## config.mk

```make
export PLATFORM = sky130hd
export DESIGN_NAME = rom_wb_arbiter_flat
export DESIGN_NICKNAME = d
export VERILOG_FILES = /design/src/rtl/rom_arb_pkg.sv /design/src/rtl/rom_wb_arbiter_if.sv /design/src/rtl/rom_arb_timer.sv /design/src/rtl/rom_wb_arbiter.sv /design/src/flat_wrapper.sv
export SDC_FILE = /design/constraint.sdc
export NUM_CORES = 1
export LEC_CHECK = 0
export BUFFER_PORTS_ARGS = -buffer_cell sky130_fd_sc_hd__buf_4
export CAP_MARGIN = 20
export CORE_AREA = 8 8 112 114
export CTS_CLUSTER_DIAMETER = 150
export CTS_CLUSTER_SIZE = 24
export DETAILED_ROUTE_END_ITERATION = 7
export DIE_AREA = 0 0 120 122
export PLACE_DENSITY = 0.54
export SYNTH_ARGS = -nofsm -noshare
export SYNTH_HDL_FRONTEND = slang
export SYNTH_SLANG_ARGS = --single-unit
```

## constraint.sdc

```tcl
create_clock -name clock -period 2 [get_ports clock]
set_clock_uncertainty 0.2 [all_clocks]
set_input_delay 0.2 -clock clock [delete_from_list [all_inputs] [get_ports clock]]
set_output_delay 0.2 -clock clock [all_outputs]
set_load 0.01 [all_outputs]
```

## src/rtl/rom_arb_pkg.sv

```systemverilog
// Shared types and constants for the two-requester ROM backdoor arbiter.
package rom_arb_pkg;

  typedef enum logic [1:0] {
    IDLE = 2'd0,
    OWN0 = 2'd1,
    OWN1 = 2'd2
  } state_t;

  localparam logic REQ_M0 = 1'b0;
  localparam logic REQ_M1 = 1'b1;

  localparam int unsigned DEFAULT_TIMEOUT_CYCLES = 16;
  localparam int unsigned DEFAULT_ADDR_W         = 12;

  function automatic logic [31:0] addr_mask(input int unsigned width);
    if (width >= 32) addr_mask = '1;
    else             addr_mask = (32'd1 << width) - 32'd1;
  endfunction

endpackage

```

## src/rtl/rom_wb_arbiter_if.sv

```systemverilog
// Bus bundle between two Wishbone requesters, the arbiter and the ROM backdoor.
interface rom_wb_arbiter_if;
  logic        m0_cyc_i, m0_stb_i, m0_we_i;
  logic [31:0] m0_addr_i, m0_data_i;
  logic [31:0] m0_data_o;
  logic        m0_ack_o, m0_err_o;

  logic        m1_cyc_i, m1_stb_i, m1_we_i;
  logic [31:0] m1_addr_i, m1_data_i;
  logic [31:0] m1_data_o;
  logic        m1_ack_o, m1_err_o;

  logic        s_cyc_o, s_stb_o, s_we_o;
  logic [31:0] s_addr_o, s_data_o;
  logic [31:0] s_data_i;
  logic        s_ack_i;

  logic [1:0]  grant_o;
  logic        timeout_err_o;

  // Arbiter side
  modport slave (
    input  m0_cyc_i, m0_stb_i, m0_we_i, m0_addr_i, m0_data_i,
    output m0_data_o, m0_ack_o, m0_err_o,
    input  m1_cyc_i, m1_stb_i, m1_we_i, m1_addr_i, m1_data_i,
    output m1_data_o, m1_ack_o, m1_err_o,
    output s_cyc_o, s_stb_o, s_we_o, s_addr_o, s_data_o,
    input  s_data_i, s_ack_i,
    output grant_o, timeout_err_o
  );

  // Requesters and ROM side
  modport master (
    output m0_cyc_i, m0_stb_i, m0_we_i, m0_addr_i, m0_data_i,
    input  m0_data_o, m0_ack_o, m0_err_o,
    output m1_cyc_i, m1_stb_i, m1_we_i, m1_addr_i, m1_data_i,
    input  m1_data_o, m1_ack_o, m1_err_o,
    input  s_cyc_o, s_stb_o, s_we_o, s_addr_o, s_data_o,
    output s_data_i, s_ack_i,
    input  grant_o, timeout_err_o
  );
endinterface

```

## src/rtl/rom_arb_timer.sv

```systemverilog
// Ownership watchdog: counts clocks while enabled, saturates and flags at LIMIT.
// Only present when ROM_ARB_TIMEOUT_EN is defined.
`ifdef ROM_ARB_TIMEOUT_EN
module rom_arb_timer #(
  parameter int unsigned LIMIT = 16
) (
  input  logic clock,
  input  logic reset_n,
  input  logic clear,
  input  logic enable,
  output logic expire
);
  localparam int unsigned    CW      = $clog2(LIMIT + 1);
  localparam logic [CW-1:0]  LIMIT_C = CW'(LIMIT);

  logic [CW-1:0] count_q;

  always_ff @(posedge clock or negedge reset_n) begin
    if (!reset_n)                        count_q <= '0;
    else if (clear)                      count_q <= '0;
    else if (enable && count_q != LIMIT_C) count_q <= count_q + 1'b1;
  end

  assign expire = (count_q == LIMIT_C);
endmodule
`endif

```

## src/rtl/rom_wb_arbiter.sv

```systemverilog
// Round-robin arbiter giving two Wishbone requesters exclusive use of a ROM backdoor.
// Optional ownership timeout enabled by defining ROM_ARB_TIMEOUT_EN.
module rom_wb_arbiter
  import rom_arb_pkg::*;
#(
  parameter int unsigned ADDR_W         = DEFAULT_ADDR_W,
  parameter int unsigned TIMEOUT_CYCLES = DEFAULT_TIMEOUT_CYCLES
) (
  input logic             clock,
  input logic             reset_n,
  rom_wb_arbiter_if.slave bus
);
  localparam logic [31:0] ADDR_MASK = addr_mask(ADDR_W);

  state_t state_q, state_d;
  logic   last_q, last_d;
  logic   req0, req1, win;
  logic   owner_cyc, expire, timeout_hit, timeout_q;

  assign req0 = bus.m0_cyc_i & bus.m0_stb_i;
  assign req1 = bus.m1_cyc_i & bus.m1_stb_i;

  always_comb begin
    owner_cyc = 1'b0;
    case (state_q)
      OWN0:    owner_cyc = bus.m0_cyc_i;
      OWN1:    owner_cyc = bus.m1_cyc_i;
      default: owner_cyc = 1'b0;
    endcase
  end

  assign timeout_hit = expire & owner_cyc & ~bus.s_ack_i;

`ifdef ROM_ARB_TIMEOUT_EN
  rom_arb_timer #(.LIMIT(TIMEOUT_CYCLES)) u_timer (
    .clock   (clock),
    .reset_n (reset_n),
    .clear   (state_q == IDLE),
    .enable  (state_q != IDLE),
    .expire  (expire)
  );

  always_ff @(posedge clock or negedge reset_n) begin
    if (!reset_n) timeout_q <= 1'b0;
    else          timeout_q <= timeout_q | timeout_hit;
  end
`else
  assign expire    = 1'b0;
  assign timeout_q = 1'b0;
`endif

  always_ff @(posedge clock or negedge reset_n) begin
    if (!reset_n) begin
      state_q <= IDLE;
      last_q  <= REQ_M1;
    end else begin
      state_q <= state_d;
      last_q  <= last_d;
    end
  end

  // Every ownership ends in IDLE, so a requester that re-asserts right after
  // its ack is arbitrated afresh against the other one.
  always_comb begin
    state_d = state_q;
    last_d  = last_q;
    win     = REQ_M0;
    case (state_q)
      IDLE: begin
        if (req0 | req1) begin
          win     = (req0 & req1) ? ~last_q : (req1 ? REQ_M1 : REQ_M0);
          state_d = (win == REQ_M1) ? OWN1 : OWN0;
          last_d  = win;
        end
      end
      OWN0, OWN1: begin
        if (!owner_cyc || bus.s_ack_i || expire) state_d = IDLE;
      end
      default: state_d = IDLE;
    endcase
  end

  always_comb begin
    bus.s_cyc_o   = 1'b0;
    bus.s_stb_o   = 1'b0;
    bus.s_we_o    = 1'b0;
    bus.s_addr_o  = '0;
    bus.s_data_o  = '0;
    bus.m0_data_o = '0;
    bus.m0_ack_o  = 1'b0;
    bus.m0_err_o  = 1'b0;
    bus.m1_data_o = '0;
    bus.m1_ack_o  = 1'b0;
    bus.m1_err_o  = 1'b0;
    bus.grant_o   = 2'b00;
    case (state_q)
      OWN0: begin
        bus.grant_o   = 2'b01;
        bus.s_cyc_o   = bus.m0_cyc_i;
        bus.s_stb_o   = bus.m0_stb_i;
        bus.s_we_o    = bus.m0_we_i;
        bus.s_addr_o  = bus.m0_addr_i & ADDR_MASK;
        bus.s_data_o  = bus.m0_data_i;
        bus.m0_data_o = bus.s_data_i;
        bus.m0_ack_o  = bus.m0_cyc_i & bus.s_ack_i;
        bus.m0_err_o  = timeout_hit;
      end
      OWN1: begin
        bus.grant_o   = 2'b10;
        bus.s_cyc_o   = bus.m1_cyc_i;
        bus.s_stb_o   = bus.m1_stb_i;
        bus.s_we_o    = bus.m1_we_i;
        bus.s_addr_o  = bus.m1_addr_i & ADDR_MASK;
        bus.s_data_o  = bus.m1_data_i;
        bus.m1_data_o = bus.s_data_i;
        bus.m1_ack_o  = bus.m1_cyc_i & bus.s_ack_i;
        bus.m1_err_o  = timeout_hit;
      end
      default: ;
    endcase
  end

  assign bus.timeout_err_o = timeout_q;

endmodule
```

## src/flat_wrapper.sv

```systemverilog
// flat-port wrapper written by rule: the top's interface ports become plain ports
module rom_wb_arbiter_flat import rom_arb_pkg::*;
#(
  parameter int unsigned ADDR_W         = DEFAULT_ADDR_W,
  parameter int unsigned TIMEOUT_CYCLES = DEFAULT_TIMEOUT_CYCLES
)
  (clock, reset_n, bus_m0_cyc_i, bus_m0_stb_i, bus_m0_we_i, bus_m0_addr_i, bus_m0_data_i, bus_m0_data_o, bus_m0_ack_o, bus_m0_err_o, bus_m1_cyc_i, bus_m1_stb_i, bus_m1_we_i, bus_m1_addr_i, bus_m1_data_i, bus_m1_data_o, bus_m1_ack_o, bus_m1_err_o, bus_s_cyc_o, bus_s_stb_o, bus_s_we_o, bus_s_addr_o, bus_s_data_o, bus_s_data_i, bus_s_ack_i, bus_grant_o, bus_timeout_err_o);
  rom_wb_arbiter_if bus_i ();
  input logic clock;
  input logic reset_n;
  input wire logic [$bits(bus_i.m0_cyc_i)-1:0] bus_m0_cyc_i;
  input wire logic [$bits(bus_i.m0_stb_i)-1:0] bus_m0_stb_i;
  input wire logic [$bits(bus_i.m0_we_i)-1:0] bus_m0_we_i;
  input wire logic [$bits(bus_i.m0_addr_i)-1:0] bus_m0_addr_i;
  input wire logic [$bits(bus_i.m0_data_i)-1:0] bus_m0_data_i;
  output wire logic [$bits(bus_i.m0_data_o)-1:0] bus_m0_data_o;
  output wire logic [$bits(bus_i.m0_ack_o)-1:0] bus_m0_ack_o;
  output wire logic [$bits(bus_i.m0_err_o)-1:0] bus_m0_err_o;
  input wire logic [$bits(bus_i.m1_cyc_i)-1:0] bus_m1_cyc_i;
  input wire logic [$bits(bus_i.m1_stb_i)-1:0] bus_m1_stb_i;
  input wire logic [$bits(bus_i.m1_we_i)-1:0] bus_m1_we_i;
  input wire logic [$bits(bus_i.m1_addr_i)-1:0] bus_m1_addr_i;
  input wire logic [$bits(bus_i.m1_data_i)-1:0] bus_m1_data_i;
  output wire logic [$bits(bus_i.m1_data_o)-1:0] bus_m1_data_o;
  output wire logic [$bits(bus_i.m1_ack_o)-1:0] bus_m1_ack_o;
  output wire logic [$bits(bus_i.m1_err_o)-1:0] bus_m1_err_o;
  output wire logic [$bits(bus_i.s_cyc_o)-1:0] bus_s_cyc_o;
  output wire logic [$bits(bus_i.s_stb_o)-1:0] bus_s_stb_o;
  output wire logic [$bits(bus_i.s_we_o)-1:0] bus_s_we_o;
  output wire logic [$bits(bus_i.s_addr_o)-1:0] bus_s_addr_o;
  output wire logic [$bits(bus_i.s_data_o)-1:0] bus_s_data_o;
  input wire logic [$bits(bus_i.s_data_i)-1:0] bus_s_data_i;
  input wire logic [$bits(bus_i.s_ack_i)-1:0] bus_s_ack_i;
  output wire logic [$bits(bus_i.grant_o)-1:0] bus_grant_o;
  output wire logic [$bits(bus_i.timeout_err_o)-1:0] bus_timeout_err_o;
  assign bus_i.m0_cyc_i = bus_m0_cyc_i;
  assign bus_i.m0_stb_i = bus_m0_stb_i;
  assign bus_i.m0_we_i = bus_m0_we_i;
  assign bus_i.m0_addr_i = bus_m0_addr_i;
  assign bus_i.m0_data_i = bus_m0_data_i;
  assign bus_m0_data_o = bus_i.m0_data_o;
  assign bus_m0_ack_o = bus_i.m0_ack_o;
  assign bus_m0_err_o = bus_i.m0_err_o;
  assign bus_i.m1_cyc_i = bus_m1_cyc_i;
  assign bus_i.m1_stb_i = bus_m1_stb_i;
  assign bus_i.m1_we_i = bus_m1_we_i;
  assign bus_i.m1_addr_i = bus_m1_addr_i;
  assign bus_i.m1_data_i = bus_m1_data_i;
  assign bus_m1_data_o = bus_i.m1_data_o;
  assign bus_m1_ack_o = bus_i.m1_ack_o;
  assign bus_m1_err_o = bus_i.m1_err_o;
  assign bus_s_cyc_o = bus_i.s_cyc_o;
  assign bus_s_stb_o = bus_i.s_stb_o;
  assign bus_s_we_o = bus_i.s_we_o;
  assign bus_s_addr_o = bus_i.s_addr_o;
  assign bus_s_data_o = bus_i.s_data_o;
  assign bus_i.s_data_i = bus_s_data_i;
  assign bus_i.s_ack_i = bus_s_ack_i;
  assign bus_grant_o = bus_i.grant_o;
  assign bus_timeout_err_o = bus_i.timeout_err_o;
  rom_wb_arbiter #(.ADDR_W(ADDR_W), .TIMEOUT_CYCLES(TIMEOUT_CYCLES)) u_core (.clock(clock), .reset_n(reset_n), .bus(bus_i));
endmodule
```

==> flow_summary.ini, run 1 <==
[run_status]
outcome = finished, final reports clean

[power_and_ir_drop]
intPower_uw = 2177
p_seq_frac = 0.035
netSwitchingFraction = 0.4660
combPwrFrac = 0.922
ir_drop_mv = 0.7588
p_clk_frac = 0.044
power_switching_uw = 1900
leakage_uw = 0.001938
totalPowerFinal_uw = 4076
powerDensity_mw_per_mm2 = 1097

[clock_network]
clk_pin_slew_ns = 0.03
h-tree-depth = 1
clk_path_buf_depth = 2
insertion_delay_ns = 0.22
cts_tree = built
cts.sink_count = 3
clockRootBuffer = clkbuf_8
cts_buffers = 3

[grt]
grt_pass1_wl_microns = 14030
antenna_found_initial = 0
grt_pass1_vias = 2546
grt_usage = 0.1160
grt_max_degree = 34
grt_overflow = 0

[detailed_routing]
drc = 0
wl_met1_microns = 3775
drt_wl_total_microns = 10180
initialDrtViolationCount = 109
postRouteAntennaNets = 0
dr.max_layer_used = met4
routedWlPerCell_microns = 16.63
drtPass1Iterations = 4
vias = 2520
dr_wl_met2_microns = 5332
viasPerCell = 4.118
wl_met3_microns = 1043

[placed_design]
pre_cts_ws_ns = 0.02922
dp_hpwl_microns = 8231
placed_area_sq_mm = 0.003398
numPortBuffers = 243
dp.cells = 597
place.gp.congestion = 0.8087

[worst_setup_path]
cpMostUsedCell = buf_12
crit_buf_inv = 4
crit_chain = inv_4, ha_4, buf_12, buf_12, and2_1, buf_4
slowest_delay_ns = 0.45
critPathLaunchType = register
crit_slowest_cell = dfrtp_2
cp_top_family = buffers and inverters
critical_path_required_ns = 1.60
worstPathMaxFanout = 16
cp-end-kind = output port
cp.arrival_ns = 1.56
criticalPathCategory = register to output port

[timing]
drv_slew = 0
fmax_ghz = 0.5101
post-route-period-util = 0.9801
setup_viol = 0
final.setup.worst_slack_ns = 0.03973
rsz0062_at_grt = yes
timing.final.crit_period_ns = 1.960
report.final.hold_viol_count = 0
setup-tns-final_ns = 0

[job]
max-cap-violations = 0

[yosys]
ys_ff_latch = 3
synthArstFlopShare = 1.000
yosysUniqueCellTypes = 23
ys_seq_area_frac = 0.05263
yosys_warnings = 0
ys.flop_type = dfrtp_1
netlist_area_sq_mm = 0.001450
synth_edf_count = 0
synth.avg_cell_area_sq_um = 6.332
synth_cells = 229

[floorplan]
die-area_sq_mm = 0.01464
die_h_microns = 122
io_pins = 307
die_width_microns = 120
row_count = 38
initial_core_util = 0.1356
core-area_sq_mm = 0.01070

[cells_and_area]
area_growth_pct = 156.2
layout.cells.non_filler = 612
layout.nets = 647
final_area_sq_mm = 0.003715
diodes = 0
drive_gt1_frac = 0.5975

[hold_path]
hold_class = input pin to asynchronous set/reset pin
[stage by stage]
stage          utilization  hold WS [ns]
2_1_floorplan            -       -0.2956
3_3_place_gp        0.3177       -0.2099
3_5_place_dp        0.3177       -0.2081
4_1_cts             0.3275        0.1122
5_1_grt             0.3473        0.1255
6_report            0.3473        0.1154
[per-layer routing]
layer  vias to the layer above  GRT usage
met3                         2    0.04257
met4                         0   0.005464
met1                      1142     0.1207
met5                         -          0
met2                       159     0.2270
li1                       1217          -
[cell type report]
class,count,area (sq um)
multi-input combinational,198,1237
inverter,4,27.53
timing repair buffer,263,2151
sequential,3,78.83
fill,1137,6983
tap,140,175.2
clock buffer,4,45.04
[power by group through the flow]
stage          clock (uW)  combinational [uW]  sequential [uW]
2_1_floorplan           0                1560              111
3_3_place_gp            0                3140              119
3_5_place_dp            0                3160              121
4_1_cts               181                3270              135
5_1_grt               188                4060              145
6_report              178                3760              141
[repair_timing]
| item | in CTS | in global routing |
|---|---|---|
| endpoints found under the hold margin | 3 | 0 |
| resized for setup | 14 | 15 |
| buffers inserted | 0 | 6 |
| hold buffers | 1 | 0 |
| endpoints found under the setup margin | 71 | 79 |
| cloned | 0 | 4 |
[cells in the mapped netlist, types with 2 or more instances]
master	count	area, sq um
buf_4	24	180.2
buf_2	5	25.02
and3_1	2	12.51
nand2_1	2	7.510
a22oi_1	46	345.3
and2_1	64	400.4
nor2_1	47	176.4
ha_1	5	62.56
dfrtp_1	2	50.05
inv_1	4	15.01
clkbuf_1	16	60.06
[cells in the final DEF, fill, tap and decap left out, drive strengths merged, types with 2 or more instances in the layout]
cell type,netlist,final
buf,30,258
ha,5,5
and3,2,2
nor2,47,47
clkbuf,16,8
nand2,2,2
conb,1,23
inv,4,4
a22oi,47,47
and2,64,64
dfrtp,2,2
[final timing paths]
check | start | end | depth (start not counted) | slack (ns)
max in group asynchronous | reset_n | u_core.last_q$_DFFE_PN1P_ | 2 | 1.30
worst max register to register | u_core.state_q[0]$_DFFE_PN0P_ | u_core.state_q[1]$_DFFE_PN0P_ | 6 | 0.08
worst max-delay path | u_core.state_q[0]$_DFFE_PN0P_ | bus_m1_data_o[13] | 6 | 0.04
worst min-delay path | reset_n | u_core.state_q[0]$_DFFE_PN0P_ | 2 | 0.12
min in group clock | bus_m0_stb_i | u_core.state_q[0]$_DFFE_PN0P_ | 3 | 0.16
worst min register to register | u_core.last_q$_DFFE_PN1P_ | u_core.last_q$_DFFE_PN1P_ | 1 | 0.44
[cells by family after synthesis]
logic type	count (synthesis)	synth area share
other cells	1	0.002586
compound gates	53	0.2821
flops	3	0.05264
simple gates	116	0.4159
fa+ha+maj	5	0.04314
buf+inv	50	0.1958
mux	1	0.007765
[flip-flops by register name (all words and copies together) (netlist names)]
| signal | flops |
|---|---|
| u_core.state_q | 2 |
| u_core.last_q | 1 |
Note: power is estimated with default switching activity, not from simulation.
==> inputs of run 2 (changes only) <==
--- a/config.mk
+++ b/config.mk
@@ -7,12 +7,12 @@
 export LEC_CHECK = 0
 export BUFFER_PORTS_ARGS = -buffer_cell sky130_fd_sc_hd__buf_4
 export CAP_MARGIN = 20
-export CORE_AREA = 8 8 112 114
-export CTS_CLUSTER_DIAMETER = 150
+export CORE_AREA = 5 5 115 117
+export CTS_CLUSTER_DIAMETER = 40
 export CTS_CLUSTER_SIZE = 24
 export DETAILED_ROUTE_END_ITERATION = 7
 export DIE_AREA = 0 0 120 122
-export PLACE_DENSITY = 0.54
+export PLACE_DENSITY = 0.49
 export SYNTH_ARGS = -nofsm -noshare
 export SYNTH_HDL_FRONTEND = slang
 export SYNTH_SLANG_ARGS = --single-unit
==> flow_summary.ini, run 2 (synthesized netlist as in run 1, its figures left out) <==
[detailed_routing]
drtPass1Iterations = 4
wl_met1_microns = 3316
postRouteAntennaNets = 0
routedWlPerCell_microns = 14.32
wl_met3_microns = 772
dr.max_layer_used = met4
initialDrtViolationCount = 100
drc = 0
dr_wl_met2_microns = 4728
drt_wl_total_microns = 8866
viasPerCell = 4.016
vias = 2486

[cells_and_area]
multi_input_area_sq_mm = 0.001245
drive_gt1_frac = 0.5991
fillCellCount = 1299
utilization = 0.3032
most-common-layout-cells = buf_4 (248), and2_1 (64), nor2_1 (46)
top_regs = u_core.state_q: 2 flops, u_core.last_q: 1 flops
largest_reg_flops = 2
final_common_cell = buf_4
layout.nets = 644
diodes = 0
top_register = u_core.state_q
area_growth_pct = 156.3
layout.cells.non_filler = 619
layout.area.seq_sq_um = 77.57

[clock_network]
h-tree-depth = 1
insertion_delay_ns = 0.22
cts_tree = built
clk_pin_slew_ns = 0.03
cts_buffers = 3
clk_path_buf_depth = 2
cts.sink_count = 3
clockRootBuffer = clkbuf_16

[worst_setup_path]
critical_path_required_ns = 1.60
rrSetupSlack_ns = 0.15
crit_slowest_cell = dfrtp_1
criticalPathCategory = register to output port
cpMostUsedCell = buf_4
cp-end-kind = output port
crit_buf_inv = 4
r2r_cells = 6
crit_chain = buf_4, ha_4, buf_12, clkbuf_16, and2_1, buf_4
r2r_start = u_core.state_q[0]$_DFFE_PN0P_
slowest_delay_ns = 0.37
worstPathMaxFanout = 19
critPathLaunchType = register
r2r-end = u_core.state_q[1]$_DFFE_PN0P_
cp_top_family = buffers and inverters
cp.arrival_ns = 1.56

[floorplan]
die_h_microns = 122
die_width_microns = 120
core-area_sq_mm = 0.01226
die-area_sq_mm = 0.01464
initial_core_util = 0.1183
row_count = 41
io_pins = 307

[placed_design]
dp.cells = 604
dp_hpwl_microns = 6641
numPortBuffers = 243
place.gp.congestion = 0.6980

[grt]
grt_max_degree = 39
grt_pass1_vias = 2401
antenna_found_initial = 0
grt_pass1_wl_microns = 12370
grt_usage = 0.1026
grt_overflow = 0

[timing]
report.final.hold_viol_count = 0
post-route-period-util = 0.9780
rsz0062_at_grt = yes
fmax_ghz = 0.5112
timing.final.crit_period_ns = 1.956
whs_ns = 0.1063
setup-tns-final_ns = 0
setup_viol = 0
drv_slew = 0

[power_and_ir_drop]
ir_drop_mv = 0.6853
totalPowerFinal_uw = 4043
powerDensity_mw_per_mm2 = 1088
leakage_uw = 0.001931

[run_status]
outcome = finished, final reports clean

[job]
max-cap-violations = 0

[hold_path]
hold_class = input pin to asynchronous set/reset pin
run 2: changes by cell type in the layout (fill, tap and decap cells not counted), sizes merged:
cell	delta
clkbuf	-3
run 2: repair_timing:
item                                    4_1_cts  5_1_grt
endpoints found under the setup margin       41       47
cloned                                        3        1
setup buffers                                 2        4
hold buffers                                  1        0
resized for setup                             7       14
pin swaps                                     0        2
endpoints found under the hold margin         3        0
run 2: area by class of cell:
type	count	area share
multi-input cells	198	0.3349
inverters	4	0.004712
well taps	150	0.05049
flip-flops and latches	3	0.02087
clock buffers	4	0.02120
repair buffers	260	0.5678
run 2: worst max path at each step:
stage | start | to | slack [ns] | cells after the start
finish | u_core.state_q[1]$_DFFE_PN0P_ | bus_m1_data_o[21] | 0.04 | 6
global route | u_core.state_q[0]$_DFFE_PN0P_ | bus_s_data_o[23] | -0.02 | 6
CTS | u_core.state_q[0]$_DFFE_PN0P_ | bus_s_data_o[23] | 0.008 | 6
detailed placement | u_core.state_q[0]$_DFFE_PN0P_ | bus_s_data_o[23] | 0.13 | 6
global placement | u_core.state_q[0]$_DFFE_PN0P_ | bus_s_data_o[23] | 0.17 | 6
floorplan | u_core.state_q[0]$_DFFE_PN0P_ | bus_s_addr_o[10] | 0.20 | 6
run 2: routing by layer:
layer  vias up  global-route usage
li1       1211                   -
met4         0             0.01575
met2       132              0.1960
met1      1139              0.1162
met3         4             0.02646
met5         -                   0
run 2: power breakdown:
| part | leakage [uW] | internal (uW) | switching (uW) | total (uW) |
|---|---|---|---|---|
| Clock | 0.0000382 | 263 | 51.6 | 314 |
| Combinational | 0.00186 | 1840 | 1770 | 3610 |
| Sequential | 0.0000351 | 94.9 | 22.1 | 117 |
run 2: through the flow:
step	cell area, sq um	setup slack [ns]
after global placement	3388	0.1738
after CTS	3608	0.008103
after detailed placement	3388	0.1321
after global routing	3717	-0.02165
after floorplan	1533	0.2006
final	3717	0.04394
==> inputs of run 3 (changes only) <==
--- a/config.mk
+++ b/config.mk
@@ -13,6 +13,8 @@
 export DETAILED_ROUTE_END_ITERATION = 7
 export DIE_AREA = 0 0 120 122
 export PLACE_DENSITY = 0.49
+export REMOVE_ABC_BUFFERS = 1
+export SLEW_MARGIN = 15
 export SYNTH_ARGS = -nofsm -noshare
 export SYNTH_HDL_FRONTEND = slang
 export SYNTH_SLANG_ARGS = --single-unit
==> constraint.sdc (replaced) <==
create_clock -name clock -period 1.9 [get_ports clock]
set_clock_uncertainty 0.2 [all_clocks]
set_input_delay 0.19 -clock clock [delete_from_list [all_inputs] [get_ports clock]]
set_output_delay 0.19 -clock clock [all_outputs]
set_load 0.01 [all_outputs]
==> flow_summary.ini, run 3 (synthesized netlist as in run 1, its figures left out) <==
[clock_network]
cts_tree = built
clk_pin_slew_ns = 0.03
cts_buffers = 3
h-tree-depth = 1
clockRootBuffer = clkbuf_16
cts.sink_count = 3
clk_path_buf_depth = 2
insertion_delay_ns = 0.22

[grt]
grt_max_degree = 40
grt_overflow = 0
antenna_found_initial = 0
grt_usage = 0.1126
grt_pass1_wl_microns = 13400
grt_pass1_vias = 2569

[floorplan]
core-area_sq_mm = 0.01226
row_count = 41
initial_core_util = 0.1183
die_h_microns = 122
die_width_microns = 120
die-area_sq_mm = 0.01464
io_pins = 307

[cells_and_area]
most-common-layout-cells = buf_4 (241), and2_1 (57), nor2_1 (40)
drive_gt1_frac = 0.6688
layout.nets = 652
layout.area.seq_sq_um = 76.32
diodes = 0
final_common_cell = buf_4
largest_reg_flops = 2
area_growth_pct = 177.3
layout.cells.non_filler = 627
utilization = 0.3280
multi_input_area_sq_mm = 0.001378
top_regs = u_core.state_q: 2 flops, u_core.last_q: 1 flops
fillCellCount = 1331
top_register = u_core.state_q

[worst_setup_path]
critical_path_required_ns = 1.51
critPathLaunchType = register
cp-end-kind = output port
worstPathMaxFanout = 19
cp.arrival_ns = 1.54
criticalPathCategory = register to output port

[timing]
final.setup.worst_slack_ns = -0.03246
drv_slew = 0
post-route-period-util = 1.017
timing.final.crit_period_ns = 1.932
whs_ns = 0.09362
fmax_ghz = 0.5175
setup_viol = 44
rsz0062_at_grt = yes
report.final.hold_viol_count = 0

[hold_path]
hold_class = input pin to asynchronous set/reset pin

[detailed_routing]
vias = 2578
viasPerCell = 4.112
drt_wl_total_microns = 9879
drc = 0
postRouteAntennaNets = 0
routedWlPerCell_microns = 15.76
initialDrtViolationCount = 39
drtPass1Iterations = 4

[power_and_ir_drop]
leakage_uw = 0.002025
totalPowerFinal_uw = 4947
ir_drop_mv = 0.5555
powerDensity_mw_per_mm2 = 1230

[run_status]
violations = setup timing
outcome = finished with violations

[job]
max-cap-violations = 0

[placed_design]
pre_cts_ws_ns = 0.06083
place.gp.congestion = 0.7491
numPortBuffers = 243
dp_hpwl_microns = 7307
dp.cells = 604
==> run 3: cell count changes in the layout (fill, tap and decap cells not counted), moves of 7 or more <==
cell     delta
buf_6      +10
and2_4      +7
a22oi_1    -16
buf_4       -7
and2_1      -7
a22oi_2    +16
==> run 3: worst paths after layout <==
| check | start | slack, ns | endpoint | cells after the start |
|---|---|---|---|---|
| min in group clock | bus_m0_stb_i | 0.14 | u_core.state_q[0]$_DFFE_PN0P_ | 3 |
| worst min register to register | u_core.last_q$_DFFE_PN1P_ | 0.42 | u_core.last_q$_DFFE_PN1P_ | 1 |
| max in group asynchronous | reset_n | 1.22 | u_core.last_q$_DFFE_PN1P_ | 2 |
| worst max register to register | u_core.state_q[0]$_DFFE_PN0P_ | 0.07 | u_core.state_q[1]$_DFFE_PN0P_ | 6 |
| worst min-delay path | reset_n | 0.09 | u_core.state_q[1]$_DFFE_PN0P_ | 2 |
| worst max-delay path | u_core.state_q[1]$_DFFE_PN0P_ | -0.03 | bus_m1_data_o[6] | 6 |
==> run 3: per-stage QoR <==
stage	setup TNS, ns	cell area, sq um
2_1_floorplan	-68.40	1264
3_3_place_gp	0	3388
3_5_place_dp	0	3388
4_1_cts	-0.1002	3771
5_1_grt	-4.552	4021
6_report	-0.5986	4021
==> run 3: per-layer routing <==
metal / vias to the layer above / global-route usage / share of wire / wire [microns]
met2: 167 / 0.2171 / 0.52 / 5182
met3: 4 / 0.03110 / 0.11 / 1047
met1: 1177 / 0.1263 / 0.36 / 3601
li1: 1230 / - / - / -
met5: - / 0 / 0 / 0
met4: 0 / 0.01360 / 0.0049 / 48
==> run 3: timing repair <==
item | 4_1_cts | 5_1_grt
hold buffers | 1 | 0
buffers inserted | 9 | 3
pin swaps | 3 | 9
endpoints found under the hold margin | 3 | 0
cloned | 4 | 2
setup endpoints to repair | 73 | 48
gates resized for setup | 25 | 42
==> run 3: power breakdown <==
part	total (uW)	internal [uW]	switching (uW)	leakage (uW)
clock network	333	277	56.0	0.0000382
logic	4500	2390	2110	0.00195
registers	118	98.2	20.2	0.0000364
total	4950	2760	2180	0.00202
==> run 3: final cells by class <==
type                       count  area share
timing repair buffer         268      0.5666
sequential                     3     0.01898
inverter                       4    0.005600
tap                          150     0.04667
clock buffer                   4     0.01960
multi-input combinational    198      0.3426
==> run 3: critical path: stages, from the launching register on <==
cell and delay (ns):
dfrtp_1 0.39, buf_6 0.13, ha_4 0.20, buf_12 0.14, clkbuf_16 0.16, and2_1 0.16
buf_4 0.14
